**src/rtl/sram_arb_pkg.sv**
```systemverilog
// rtl/sram_arb_pkg.sv - shared types and widths for the SRAM port arbiter
package sram_arb_pkg;

    localparam int SRAM_ADDR_W = 18;
    localparam int SRAM_DATA_W = 16;

    typedef enum logic {
        S_FREE       = 1'b0,
        S_DEC_LOCKED = 1'b1
    } arb_state_t;

    typedef enum logic [1:0] {
        TAG_NONE = 2'd0,
        TAG_VGA  = 2'd1,
        TAG_DEC  = 2'd2
    } arb_tag_t;

endpackage

```
**src/rtl/sram_arbiter_if.sv**
```systemverilog
// rtl/sram_arbiter_if.sv - requester and SRAM-controller signals of the arbiter
interface sram_arbiter_if;
    import sram_arb_pkg::*;

    logic                   VGA_req;
    logic [SRAM_ADDR_W-1:0] VGA_addr;
    logic                   VGA_gnt;
    logic                   VGA_rvalid;

    logic                   UART_req;
    logic [SRAM_ADDR_W-1:0] UART_addr;
    logic [SRAM_DATA_W-1:0] UART_wdata;
    logic                   UART_gnt;

    logic                   DEC_req;
    logic                   DEC_we_n;
    logic [SRAM_ADDR_W-1:0] DEC_addr;
    logic [SRAM_DATA_W-1:0] DEC_wdata;
    logic                   DEC_lock;
    logic                   DEC_gnt;
    logic                   DEC_rvalid;

    logic [SRAM_ADDR_W-1:0] SRAM_address;
    logic [SRAM_DATA_W-1:0] SRAM_write_data;
    logic                   SRAM_we_n;
    logic [SRAM_DATA_W-1:0] SRAM_read_data;
    logic [SRAM_DATA_W-1:0] SRAM_rdata;

    modport slave (
        input  VGA_req, VGA_addr,
        input  UART_req, UART_addr, UART_wdata,
        input  DEC_req, DEC_we_n, DEC_addr, DEC_wdata, DEC_lock,
        input  SRAM_read_data,
        output VGA_gnt, VGA_rvalid, UART_gnt, DEC_gnt, DEC_rvalid,
        output SRAM_address, SRAM_write_data, SRAM_we_n, SRAM_rdata
    );

    modport master (
        output VGA_req, VGA_addr,
        output UART_req, UART_addr, UART_wdata,
        output DEC_req, DEC_we_n, DEC_addr, DEC_wdata, DEC_lock,
        output SRAM_read_data,
        input  VGA_gnt, VGA_rvalid, UART_gnt, DEC_gnt, DEC_rvalid,
        input  SRAM_address, SRAM_write_data, SRAM_we_n, SRAM_rdata
    );

endinterface

```
**src/rtl/sram_arb_tag_pipe.sv**
```systemverilog
// rtl/sram_arb_tag_pipe.sv - read-owner tag delay line aligned to SRAM read latency
module sram_arb_tag_pipe
    import sram_arb_pkg::*;
#(
    parameter int READ_LATENCY = 2
) (
    input  logic     clk,
    input  logic     rst_n,
    input  arb_tag_t push_tag,
    output logic     vga_rvalid,
    output logic     dec_rvalid
);

    arb_tag_t pipe_q [READ_LATENCY];
    arb_tag_t pipe_d [READ_LATENCY];

    always_comb begin
        pipe_d[0] = push_tag;
        for (int i = 1; i < READ_LATENCY; i++) begin
            pipe_d[i] = pipe_q[i-1];
        end
    end

    // Clearing the line on reset drops every read still in flight.
    always_ff @(posedge clk or negedge rst_n) begin
        if (!rst_n) begin
            pipe_q <= '{default: TAG_NONE};
        end else begin
            pipe_q <= pipe_d;
        end
    end

    assign vga_rvalid = (pipe_q[READ_LATENCY-1] == TAG_VGA);
    assign dec_rvalid = (pipe_q[READ_LATENCY-1] == TAG_DEC);

endmodule

```
**src/rtl/sram_arbiter.sv**
```systemverilog
// rtl/sram_arbiter.sv - VGA/UART/decoder arbiter for the SRAM port
// Optional build macro SRAM_ARB_STARVE_GUARD_EN adds the decoder starvation guard.
module sram_arbiter
    import sram_arb_pkg::*;
#(
    parameter int READ_LATENCY = 2,
    parameter int STARVE_LIMIT = 16
) (
    input  logic          Clock_50,
    input  logic          Resetn,
    sram_arbiter_if.slave bus
);

    arb_state_t             state_q, state_d;
    logic [SRAM_ADDR_W-1:0] addr_q, addr_d;
    logic [SRAM_DATA_W-1:0] wdata_q, wdata_d;
    logic                   we_n_q, we_n_d;
    logic                   vga_gnt, uart_gnt, dec_gnt;
    logic                   dec_starved;
    arb_tag_t               push_tag;
    logic                   vga_rvalid, dec_rvalid;

`ifdef SRAM_ARB_STARVE_GUARD_EN
    localparam logic [7:0] STARVE_LIMIT_C = 8'(STARVE_LIMIT);

    logic [7:0] starve_q, starve_d;

    always_comb begin
        starve_d = starve_q;
        if (dec_gnt) begin
            starve_d = 8'd0;
        end else if (bus.DEC_req && (starve_q != 8'hFF)) begin
            starve_d = starve_q + 8'd1;
        end
    end

    always_ff @(posedge Clock_50 or negedge Resetn) begin
        if (!Resetn) begin
            starve_q <= 8'd0;
        end else begin
            starve_q <= starve_d;
        end
    end

    // The counter clears on the boosted accept, so the boost lasts one accept.
    assign dec_starved = bus.DEC_req && (starve_q >= STARVE_LIMIT_C);
`else
    assign dec_starved = 1'b0;
`endif

    always_ff @(posedge Clock_50 or negedge Resetn) begin
        if (!Resetn) begin
            state_q <= S_FREE;
        end else begin
            state_q <= state_d;
        end
    end

    always_comb begin
        state_d = state_q;
        case (state_q)
            S_FREE: begin
                if (dec_gnt && bus.DEC_lock) begin
                    state_d = S_DEC_LOCKED;
                end
            end
            S_DEC_LOCKED: begin
                if (!bus.DEC_lock || !bus.DEC_req) begin
                    state_d = S_FREE;
                end
            end
            default: state_d = S_FREE;
        endcase
    end

    // UART is simply skipped while locked; VGA keeps its place at the top.
    always_comb begin
        vga_gnt  = 1'b0;
        uart_gnt = 1'b0;
        dec_gnt  = 1'b0;
        if (Resetn) begin
            if (dec_starved) begin
                dec_gnt = 1'b1;
            end else if (bus.VGA_req) begin
                vga_gnt = 1'b1;
            end else if ((state_q == S_FREE) && bus.UART_req) begin
                uart_gnt = 1'b1;
            end else if (bus.DEC_req) begin
                dec_gnt = 1'b1;
            end
        end
    end

    always_comb begin
        addr_d   = addr_q;
        wdata_d  = wdata_q;
        we_n_d   = 1'b1;
        push_tag = TAG_NONE;
        if (vga_gnt) begin
            addr_d   = bus.VGA_addr;
            push_tag = TAG_VGA;
        end else if (uart_gnt) begin
            addr_d  = bus.UART_addr;
            wdata_d = bus.UART_wdata;
            we_n_d  = 1'b0;
        end else if (dec_gnt) begin
            addr_d   = bus.DEC_addr;
            wdata_d  = bus.DEC_wdata;
            we_n_d   = bus.DEC_we_n;
            push_tag = bus.DEC_we_n ? TAG_DEC : TAG_NONE;
        end
    end

    always_ff @(posedge Clock_50 or negedge Resetn) begin
        if (!Resetn) begin
            addr_q  <= '0;
            wdata_q <= '0;
            we_n_q  <= 1'b1;
        end else begin
            addr_q  <= addr_d;
            wdata_q <= wdata_d;
            we_n_q  <= we_n_d;
        end
    end

    sram_arb_tag_pipe #(
        .READ_LATENCY (READ_LATENCY)
    ) u_tag_pipe (
        .clk        (Clock_50),
        .rst_n      (Resetn),
        .push_tag   (push_tag),
        .vga_rvalid (vga_rvalid),
        .dec_rvalid (dec_rvalid)
    );

    assign bus.VGA_gnt         = vga_gnt;
    assign bus.UART_gnt        = uart_gnt;
    assign bus.DEC_gnt         = dec_gnt;
    assign bus.VGA_rvalid      = vga_rvalid;
    assign bus.DEC_rvalid      = dec_rvalid;
    assign bus.SRAM_address    = addr_q;
    assign bus.SRAM_write_data = wdata_q;
    assign bus.SRAM_we_n       = we_n_q;
    assign bus.SRAM_rdata      = bus.SRAM_read_data;

    a_one_grant: assert property (@(posedge Clock_50) disable iff (!Resetn)
        $onehot0({vga_gnt, uart_gnt, dec_gnt}));

endmodule

```
**src/flat_wrapper.sv**
```systemverilog
// flat-port wrapper written by rule: the top's interface ports become plain ports
module sram_arbiter_flat import sram_arb_pkg::*;
#(
    parameter int READ_LATENCY = 2,
    parameter int STARVE_LIMIT = 16
)
  (Clock_50, Resetn, bus_VGA_req, bus_VGA_addr, bus_UART_req, bus_UART_addr, bus_UART_wdata, bus_DEC_req, bus_DEC_we_n, bus_DEC_addr, bus_DEC_wdata, bus_DEC_lock, bus_SRAM_read_data, bus_VGA_gnt, bus_VGA_rvalid, bus_UART_gnt, bus_DEC_gnt, bus_DEC_rvalid, bus_SRAM_address, bus_SRAM_write_data, bus_SRAM_we_n, bus_SRAM_rdata);
  sram_arbiter_if bus_i ();
  input  logic Clock_50;
  input  logic Resetn;
  input wire logic [$bits(bus_i.VGA_req)-1:0] bus_VGA_req;
  input wire logic [$bits(bus_i.VGA_addr)-1:0] bus_VGA_addr;
  input wire logic [$bits(bus_i.UART_req)-1:0] bus_UART_req;
  input wire logic [$bits(bus_i.UART_addr)-1:0] bus_UART_addr;
  input wire logic [$bits(bus_i.UART_wdata)-1:0] bus_UART_wdata;
  input wire logic [$bits(bus_i.DEC_req)-1:0] bus_DEC_req;
  input wire logic [$bits(bus_i.DEC_we_n)-1:0] bus_DEC_we_n;
  input wire logic [$bits(bus_i.DEC_addr)-1:0] bus_DEC_addr;
  input wire logic [$bits(bus_i.DEC_wdata)-1:0] bus_DEC_wdata;
  input wire logic [$bits(bus_i.DEC_lock)-1:0] bus_DEC_lock;
  input wire logic [$bits(bus_i.SRAM_read_data)-1:0] bus_SRAM_read_data;
  output wire logic [$bits(bus_i.VGA_gnt)-1:0] bus_VGA_gnt;
  output wire logic [$bits(bus_i.VGA_rvalid)-1:0] bus_VGA_rvalid;
  output wire logic [$bits(bus_i.UART_gnt)-1:0] bus_UART_gnt;
  output wire logic [$bits(bus_i.DEC_gnt)-1:0] bus_DEC_gnt;
  output wire logic [$bits(bus_i.DEC_rvalid)-1:0] bus_DEC_rvalid;
  output wire logic [$bits(bus_i.SRAM_address)-1:0] bus_SRAM_address;
  output wire logic [$bits(bus_i.SRAM_write_data)-1:0] bus_SRAM_write_data;
  output wire logic [$bits(bus_i.SRAM_we_n)-1:0] bus_SRAM_we_n;
  output wire logic [$bits(bus_i.SRAM_rdata)-1:0] bus_SRAM_rdata;
  assign bus_i.VGA_req = bus_VGA_req;
  assign bus_i.VGA_addr = bus_VGA_addr;
  assign bus_i.UART_req = bus_UART_req;
  assign bus_i.UART_addr = bus_UART_addr;
  assign bus_i.UART_wdata = bus_UART_wdata;
  assign bus_i.DEC_req = bus_DEC_req;
  assign bus_i.DEC_we_n = bus_DEC_we_n;
  assign bus_i.DEC_addr = bus_DEC_addr;
  assign bus_i.DEC_wdata = bus_DEC_wdata;
  assign bus_i.DEC_lock = bus_DEC_lock;
  assign bus_i.SRAM_read_data = bus_SRAM_read_data;
  assign bus_VGA_gnt = bus_i.VGA_gnt;
  assign bus_VGA_rvalid = bus_i.VGA_rvalid;
  assign bus_UART_gnt = bus_i.UART_gnt;
  assign bus_DEC_gnt = bus_i.DEC_gnt;
  assign bus_DEC_rvalid = bus_i.DEC_rvalid;
  assign bus_SRAM_address = bus_i.SRAM_address;
  assign bus_SRAM_write_data = bus_i.SRAM_write_data;
  assign bus_SRAM_we_n = bus_i.SRAM_we_n;
  assign bus_SRAM_rdata = bus_i.SRAM_rdata;
  sram_arbiter #(.READ_LATENCY(READ_LATENCY), .STARVE_LIMIT(STARVE_LIMIT)) u_core (.Clock_50(Clock_50), .Resetn(Resetn), .bus(bus_i));
endmodule
```
**config.mk**
```make
export PLATFORM = sky130hd
export DESIGN_NAME = sram_arbiter_flat
export DESIGN_NICKNAME = d
export VERILOG_FILES = /design/src/rtl/sram_arb_pkg.sv /design/src/rtl/sram_arbiter_if.sv /design/src/rtl/sram_arb_tag_pipe.sv /design/src/rtl/sram_arbiter.sv /design/src/flat_wrapper.sv
export SDC_FILE = /design/constraint.sdc
export NUM_CORES = 1
export LEC_CHECK = 0
export CORE_ASPECT_RATIO = 1.25
export CORE_MARGIN = 5
export CORE_UTILIZATION = 35
export CTS_CLUSTER_SIZE = 25
export DETAILED_ROUTE_END_ITERATION = 7
export HOLD_SLACK_MARGIN = 0.12
export PLACE_DENSITY = 0.86
export SYNTH_ARGS = -nofsm -noshare
export SYNTH_HDL_FRONTEND = slang
export SYNTH_HIERARCHICAL = 1
export SYNTH_SLANG_ARGS = --single-unit
```
**constraint.sdc**
```tcl
create_clock -name Clock_50 -period 1.8 [get_ports Clock_50]
set_input_delay 0.36 -clock Clock_50 [delete_from_list [all_inputs] [get_ports Clock_50]]
set_output_delay 0.36 -clock Clock_50 [all_outputs]
set_load 0.005 [all_outputs]
```
==> summary.md, run 1 <==
| Metric | Value |
|---|---|
| Crit path buf inv count | `3` |
| TritonCTS clock tree | `done` |
| Total Routing Usage GR | `17.2%` |
| Critical Path AT | `1390 ps` |
| Min-Delay Path Class | `primary input to async pin` |
| Post-Synth XOR/XNOR Area | `0%` |
| Critical path required time | `1440 ps` |
| Post-Syn Nets | `321` |
| Syn Area/Cell | `11.0 µm²` |
| # rows | `33` |
| Grt ovf | `0` |
| Initial antenna violation count | `0` |
| Largest net degree at the start of global routing | `77` |
| Clock transition at the registers of the reported paths | `80 ps` |
| RSZ-0062 raised after global routing | `no` |
| Worst-path fanout max | `3` |
| CP peak stage delay | `520 ps` |
| Cell Area, Synth | `2340 µm²` |
| Nets | `449` |
| Via count | `2,184` |
| Total CTS buffers | `5` |
| Clock Path Buffers | `2` |
| Worst Tran Pin Value | `345 ps` |
| Chip Width | `83.1 µm` |
| Final setup vio count | `0` |
| Slew Viols, Final | `0` |
| VDD IR-drop max | `0.000347 V` |
| Initial drt markers | `62` |
| Adder-Cell Fraction of Synth Area | `0%` |
| Final weighted congestion in routability-driven placement | `0.808` |
| Worst Setup Start Kind | `primary input` |
| Post-synth cell types | `24` |
| Outcome | `finished, final reports clean` |
| Worst slew margin | `77.0%` |
| First drt pass iteration count | `4` |
| Setup crit end kind | `output pin` |
| Die Span Y | `101 µm` |
| Seq/Total Area, Yosys | `42.9%` |
| Warnings, synthesis | `6` |
| Clock Sinks | `40` |
| Die area | `8430 µm²` |
| Fmax | `0.572 GHz` |
| Setup TNS Final | `0 ps` |
| DP Wirelength | `5720 µm` |
| Routed wire length | `7440 µm` |
| Port buffer count | `132` |
| Max-Cap Viols | `0` |
| Clock Latency Late Sink | `290 ps` |
| Fraction of synthesized area in multiplexers | `16.9%` |
| Synth Area in Simple Gates | `11.0%` |
| Setup ws final | `51.0 ps` |
| Worst Skew | `6.00 ps` |
| Fin. Hold Viols | `0` |
| Core area | `6520 µm²` |
| Final core area utilization | `59.1%` |
| First-pass GRT wire length | `11,500 µm` |
| IO Pins | `165` |
| Syn Inst Count | `212` |
| Pre-CTS WS | `-465 ps` |
| CTS Hold Bufs | `0` |
| Most frequent cells in the layout | `clkdlybuf4s50_1, dfrtp_1, mux2_2` |
| # diodes | `0` |
| Pwr/cell area | `688 nW/µm²` |
| Leakage | `1.68 nW` |
| Layout area overhead | `64.9%` |
| H-tree depth | `2` |
| Fin crit period | `1750 ps` |
| WS Path Type | `primary input to output pin` |
| Vias per inst | `5.10` |
| Antenna viol nets, final | `0` |
| Initial Utilization | `35.8%` |
| Crit-path leading delay family | `buffers and inverters` |
| Vias in the first global route | `2,326` |
| Final worst path period share | `97.2%` |
| Slowest cell on the critical path | `clkdlybuf4s50_1` |
| Largest family of logic cells by synthesized area | `multiplexers` |
| Crit-path cells | `dlygate4sd2_1 > nand2_1 > inv_1 > clkdlybuf4s50_1` |
| CTS Root Cell | `clkbuf_8` |
| Layout cells sized above 1 | `20.2%` |
| Synthesized flop and latch total | `40` |
| Commonest non-fill, non-tap cell in the layout | `clkdlybuf4s50_1` |
| Wire per inst | `17.4 µm` |
| Compound-cell area share of the yosys netlist | `16.7%` |
| DRC violations left | `0` |
## Yosys cell counts
| cell | count | share of area (%) |
|---|---|---|
| dfrtp_1 | 39 | 42 |
| mux2_2 | 23 | 11 |
| inv_1 | 20 | 3.2 |
| a21oi_1 | 18 | 3.9 |
| a221oi_1 | 18 | 6.7 |
| and4b_1 | 18 | 7.7 |
| buf_4 | 18 | 5.8 |
| o22ai_1 | 18 | 4.8 |
| buf_2 | 10 | 2.1 |
| mux2_4 | 9 | 5.8 |
| clkbuf_1 | 3 | 0.48 |
| buf_6 | 2 | 0.96 |
| nand2_1 | 2 | 0.32 |
| nand2b_1 | 2 | 0.53 |
| nor2_1 | 2 | 0.32 |
| nor2b_1 | 2 | 0.53 |
| a21oi_4 | 1 | 0.70 |
| and2_1 | 1 | 0.27 |
| and2b_2 | 1 | 0.37 |
| dfstp_2 | 1 | 1.1 |
| nor3_1 | 1 | 0.21 |
| nor3_4 | 1 | 0.70 |
| o211a_1 | 1 | 0.43 |
| o21ai_0 | 1 | 0.21 |
## cell families (layout without fill, tap and decap cells)
family,count (synthesis),after routing
flops,40,40
buf+inv,53,182
simple gates,30,30
mux,32,32
compound gates,57,57
## where the power goes
| part | internal (mW) | switching (mW) |
|---|---|---|
| Clock | 0.311 | 0.305 |
| Sequential | 1.04 | 0.0852 |
| Combinational | 0.619 | 0.294 |
## path summary, 6_finish.rpt
kind | startpoint | end | depth (start not counted) | slack, ps
worst min register to register | u_core/u_tag_pipe/pipe_d[0] | u_core/u_tag_pipe/pipe_q[0] | 0 | 350
min in group Clock_50 | u_core/u_tag_pipe/pipe_d[0] | u_core/u_tag_pipe/pipe_q[0] | 0 | 350
max in group asynchronous | Resetn | u_core/bus.SRAM_we_n | 3 | 1250
worst max-delay path | bus_VGA_req | bus_VGA_gnt | 4 | 50
worst max register to register | u_core/state_q | u_core/bus.SRAM_write_data[7] | 5 | 120
worst min-delay path | Resetn | u_core/bus.SRAM_address[4] | 3 | 210
## registers in the layout, summed over array words and instances, names as in the netlist
signal and count:
u_core/bus.SRAM_address 18, u_core/bus.SRAM_write_data 16, u_core/state_q 1, u_core/u_tag_pipe/pipe_q 2, u_core/bus.SRAM_we_n 1, u_core/u_tag_pipe/pipe_d 2
## layer usage
layer	wire (µm)	share of wire [%]	GRT usage, %	up-vias
li1	-	-	-	1027
met5	0	0	0	-
met4	178	2.4	6.29	0
met1	2690	36	17.0	1047
met3	530	7.1	5.13	15
met2	4050	54	33.7	95
## area by class of cell
class	count	area (µm²)
clock buffers	7	86.3
clock inverters	1	7.51
repair buffers	154	1520
flip-flops and latches	40	1000
inverters	20	75.1
well taps	87	109
multi-input cells	119	1060
fillers	592	2670
## through the flow
step	power, mW	cells	hold WS [ps]	cell area, µm²
2_1_floorplan	1.48	212	64.4	2340
3_3_place_gp	2.03	417	333	3730
3_5_place_dp	2.06	417	335	3730
4_1_cts	2.69	426	226	3840
5_1_grt	2.80	428	244	3860
6_report	2.65	428	215	3860
## tightest hold or removal path: cells and delay by family
kind	cells	cell delay, ps
buffers and inverters	3	530
## timing repair
| item | 4_1_cts | 5_1_grt |
|---|---|---|
| setup endpoints to repair | 37 | 25 |
| gates resized for setup | 7 | 1 |
| buffers inserted | 1 | 2 |
| pin swaps | 0 | 2 |
Power figures use the tool's default switching activity.
==> run 2: changes to the inputs <==
--- a/config.mk
+++ b/config.mk
@@ -8,8 +8,9 @@
 export CORE_ASPECT_RATIO = 1.25
 export CORE_MARGIN = 5
 export CORE_UTILIZATION = 35
-export CTS_CLUSTER_SIZE = 25
+export CTS_CLUSTER_SIZE = 24
 export DETAILED_ROUTE_END_ITERATION = 7
+export GPL_TIMING_DRIVEN = 0
 export HOLD_SLACK_MARGIN = 0.12
 export PLACE_DENSITY = 0.86
 export SYNTH_ARGS = -nofsm -noshare
==> run 2 against run 1 <==
Net effect: via count increased by 7.1%; clock skew shrank 2.5 ps; combinational power up 12%; routed wire length is 14% higher; sequential cell count did not move; cell area up 12%; largest cell class unchanged.
==> summary.md, run 2 (synthesis results as in run 1) <==
| Metric | Value |
|---|---|
| Outcome | `finished, final reports clean` |
| DRC violations left | `0` |
| Setup crit end kind | `flip-flop` |
| Initial drt markers | `74` |
| Setup ws final | `66.3 ps` |
| Initial Utilization | `35.8%` |
| Via count | `2,340` |
| Max reg flops | `18` |
| Wire per inst | `18.2 µm` |
| Final Cell Area | `4320 µm²` |
| Fin crit period | `1730 ps` |
| Fmax | `0.577 GHz` |
| Worst Tran Pin Value | `621 ps` |
| Core area | `6520 µm²` |
| Worst Setup SP | `u_core/state_q` |
| Vias in the first global route | `2,667` |
| Worst Setup Start Kind | `flip-flop` |
| Critical Path AT | `1910 ps` |
| Worst reg2reg path endpoint | `u_core/bus.SRAM_write_data[4]` |
| Final worst path period share | `96.3%` |
| Largest net degree at the start of global routing | `14` |
| Grt ovf | `0` |
| R2R Path Start | `u_core/state_q` |
| Layout cells sized above 1 | `23.5%` |
| Total Routing Usage GR | `20.4%` |
| Commonest non-fill, non-tap cell in the layout | `clkdlybuf4s50_1` |
| Initial antenna violation count | `0` |
| Fin. Hold Viols | `0` |
| Clock Sinks | `40` |
| Worst Reg2Reg Path Length in Cells | `5` |
| Clock transition at the registers of the reported paths | `80 ps` |
| H-tree depth | `2` |
| Die Span Y | `101 µm` |
| First-pass GRT wire length | `13,600 µm` |
| Sequential Power Share | `35.6%` |
| TritonCTS clock tree | `done` |
| First drt pass iteration count | `4` |
| Final setup vio count | `0` |
| Setup TNS Final | `0 ps` |
| # diodes | `0` |
| Routed wire length | `8480 µm` |
| Die area | `8430 µm²` |
| Switching power | `744 µW` |
| WS Path Type | `flip-flop to flip-flop` |
| R2r setup slk | `70 ps` |
| Worst Skew | `3.54 ps` |
| Final core area utilization | `66.2%` |
| Crit path to | `u_core/bus.SRAM_write_data[4]` |
| Pint | `2.43 mW` |
| Clock Path Buffers | `2` |
| Final weighted congestion in routability-driven placement | `0.791` |
| Post-placement cell area | `3950 µm²` |
| Chip Width | `83.1 µm` |
| VDD IR-drop max | `0.000422 V` |
| CTS Root Cell | `clkbuf_8` |
| Most frequent cells in the layout | `clkdlybuf4s50_1, dfrtp_1, mux2_2` |
| Worst slew margin | `58.5%` |
| Total CTS buffers | `5` |
| Slew Viols, Final | `0` |
| Switch share | `23.5%` |
| Worst-path fanout max | `10` |
| Clock Latency Late Sink | `290 ps` |
| Port buffer count | `148` |
| Leakage | `1.91 nW` |
| Total chip power | `3.17 mW` |
| Layout area overhead | `84.6%` |
| Nets | `486` |
| DP Wirelength | `6420 µm` |
| Pwr/cell area | `734 nW/µm²` |
| RSZ-0062 raised after global routing | `no` |
| Max-Cap Viols | `0` |
| Critical path required time | `1970 ps` |
| Pre-CTS WS | `-1030 ps` |
| Min-Delay Path Class | `flip-flop to flip-flop` |
| # rows | `33` |
| Clk pwr share | `32.2%` |
| IO Pins | `165` |
| Combinational share of power | `32.2%` |
| Vias per inst | `5.03` |
| Antenna viol nets, final | `0` |
-- run 2: worst min-delay path by stage --
stage | to | depth (start not counted) | slack [ps] | from
after global routing | u_core/u_tag_pipe/pipe_q[1] | 0 | 370 | u_core/u_tag_pipe/pipe_d[1]
after global placement | u_core/u_tag_pipe/pipe_q[0] | 0 | 330 | u_core/u_tag_pipe/pipe_d[0]
after detailed placement | u_core/u_tag_pipe/pipe_q[0] | 0 | 340 | u_core/u_tag_pipe/pipe_d[0]
final | u_core/u_tag_pipe/pipe_q[0] | 0 | 350 | u_core/u_tag_pipe/pipe_d[0]
after CTS | u_core/u_tag_pipe/pipe_q[0] | 0 | 360 | u_core/u_tag_pipe/pipe_d[0]
after floorplan | u_core/bus.SRAM_address[0] | 0 | 60 | Resetn
-- run 2: power groups by stage --
stage               combinational (mW)  sequential (mW)  clock (mW)
global placement                 0.943             1.13           0
floorplan                        0.331             1.15           0
global route                      1.10             1.15        1.08
detailed placement               0.972             1.15           0
CTS                               1.03             1.13        1.04
finish                            1.02             1.13        1.02
-- run 2: critical path: stages (launching register included) --
cell,delay (ps)
dfrtp_1,400
nand2b_1,170
buf_4,150
a21oi_4,290
buf_4,250
mux2_2,350
-- run 2: what timing repair did --
item	4_1_cts	5_1_grt
setup endpoints to repair	26	2
setup buffers	3	0
hold endpoints to repair	20	0
gates cloned	2	0
pin swaps	1	0
hold buffers	4	0
gates resized for setup	33	3
-- run 2: through the flow --
step                hold slack, ps  cells
detailed placement             338    448
CTS                            357    465
global placement               335    447
finish                         354    465
floorplan                     64.4    212
global route                   370    465
-- run 2: cell type report --
class	instances	area [µm²]
inverter	20	75.1
multi-input combinational	119	1070
tap	87	109
timing repair buffer	158	1640
fill	524	2210
clock buffer	5	68.8
clock inverter	3	90.1
sequential	40	1000
buffer	33	256
-- run 2: metal layers --
| metal | GRT usage [%] | share of wire, % | vias up |
|---|---|---|---|
| li1 | - | - | 1103 |
| met1 | 21.8 | 37 | 1118 |
| met2 | 39.2 | 54 | 107 |
| met3 | 4.96 | 6.3 | 12 |
| met4 | 7.04 | 1.9 | 0 |
| met5 | 0 | 0 | - |
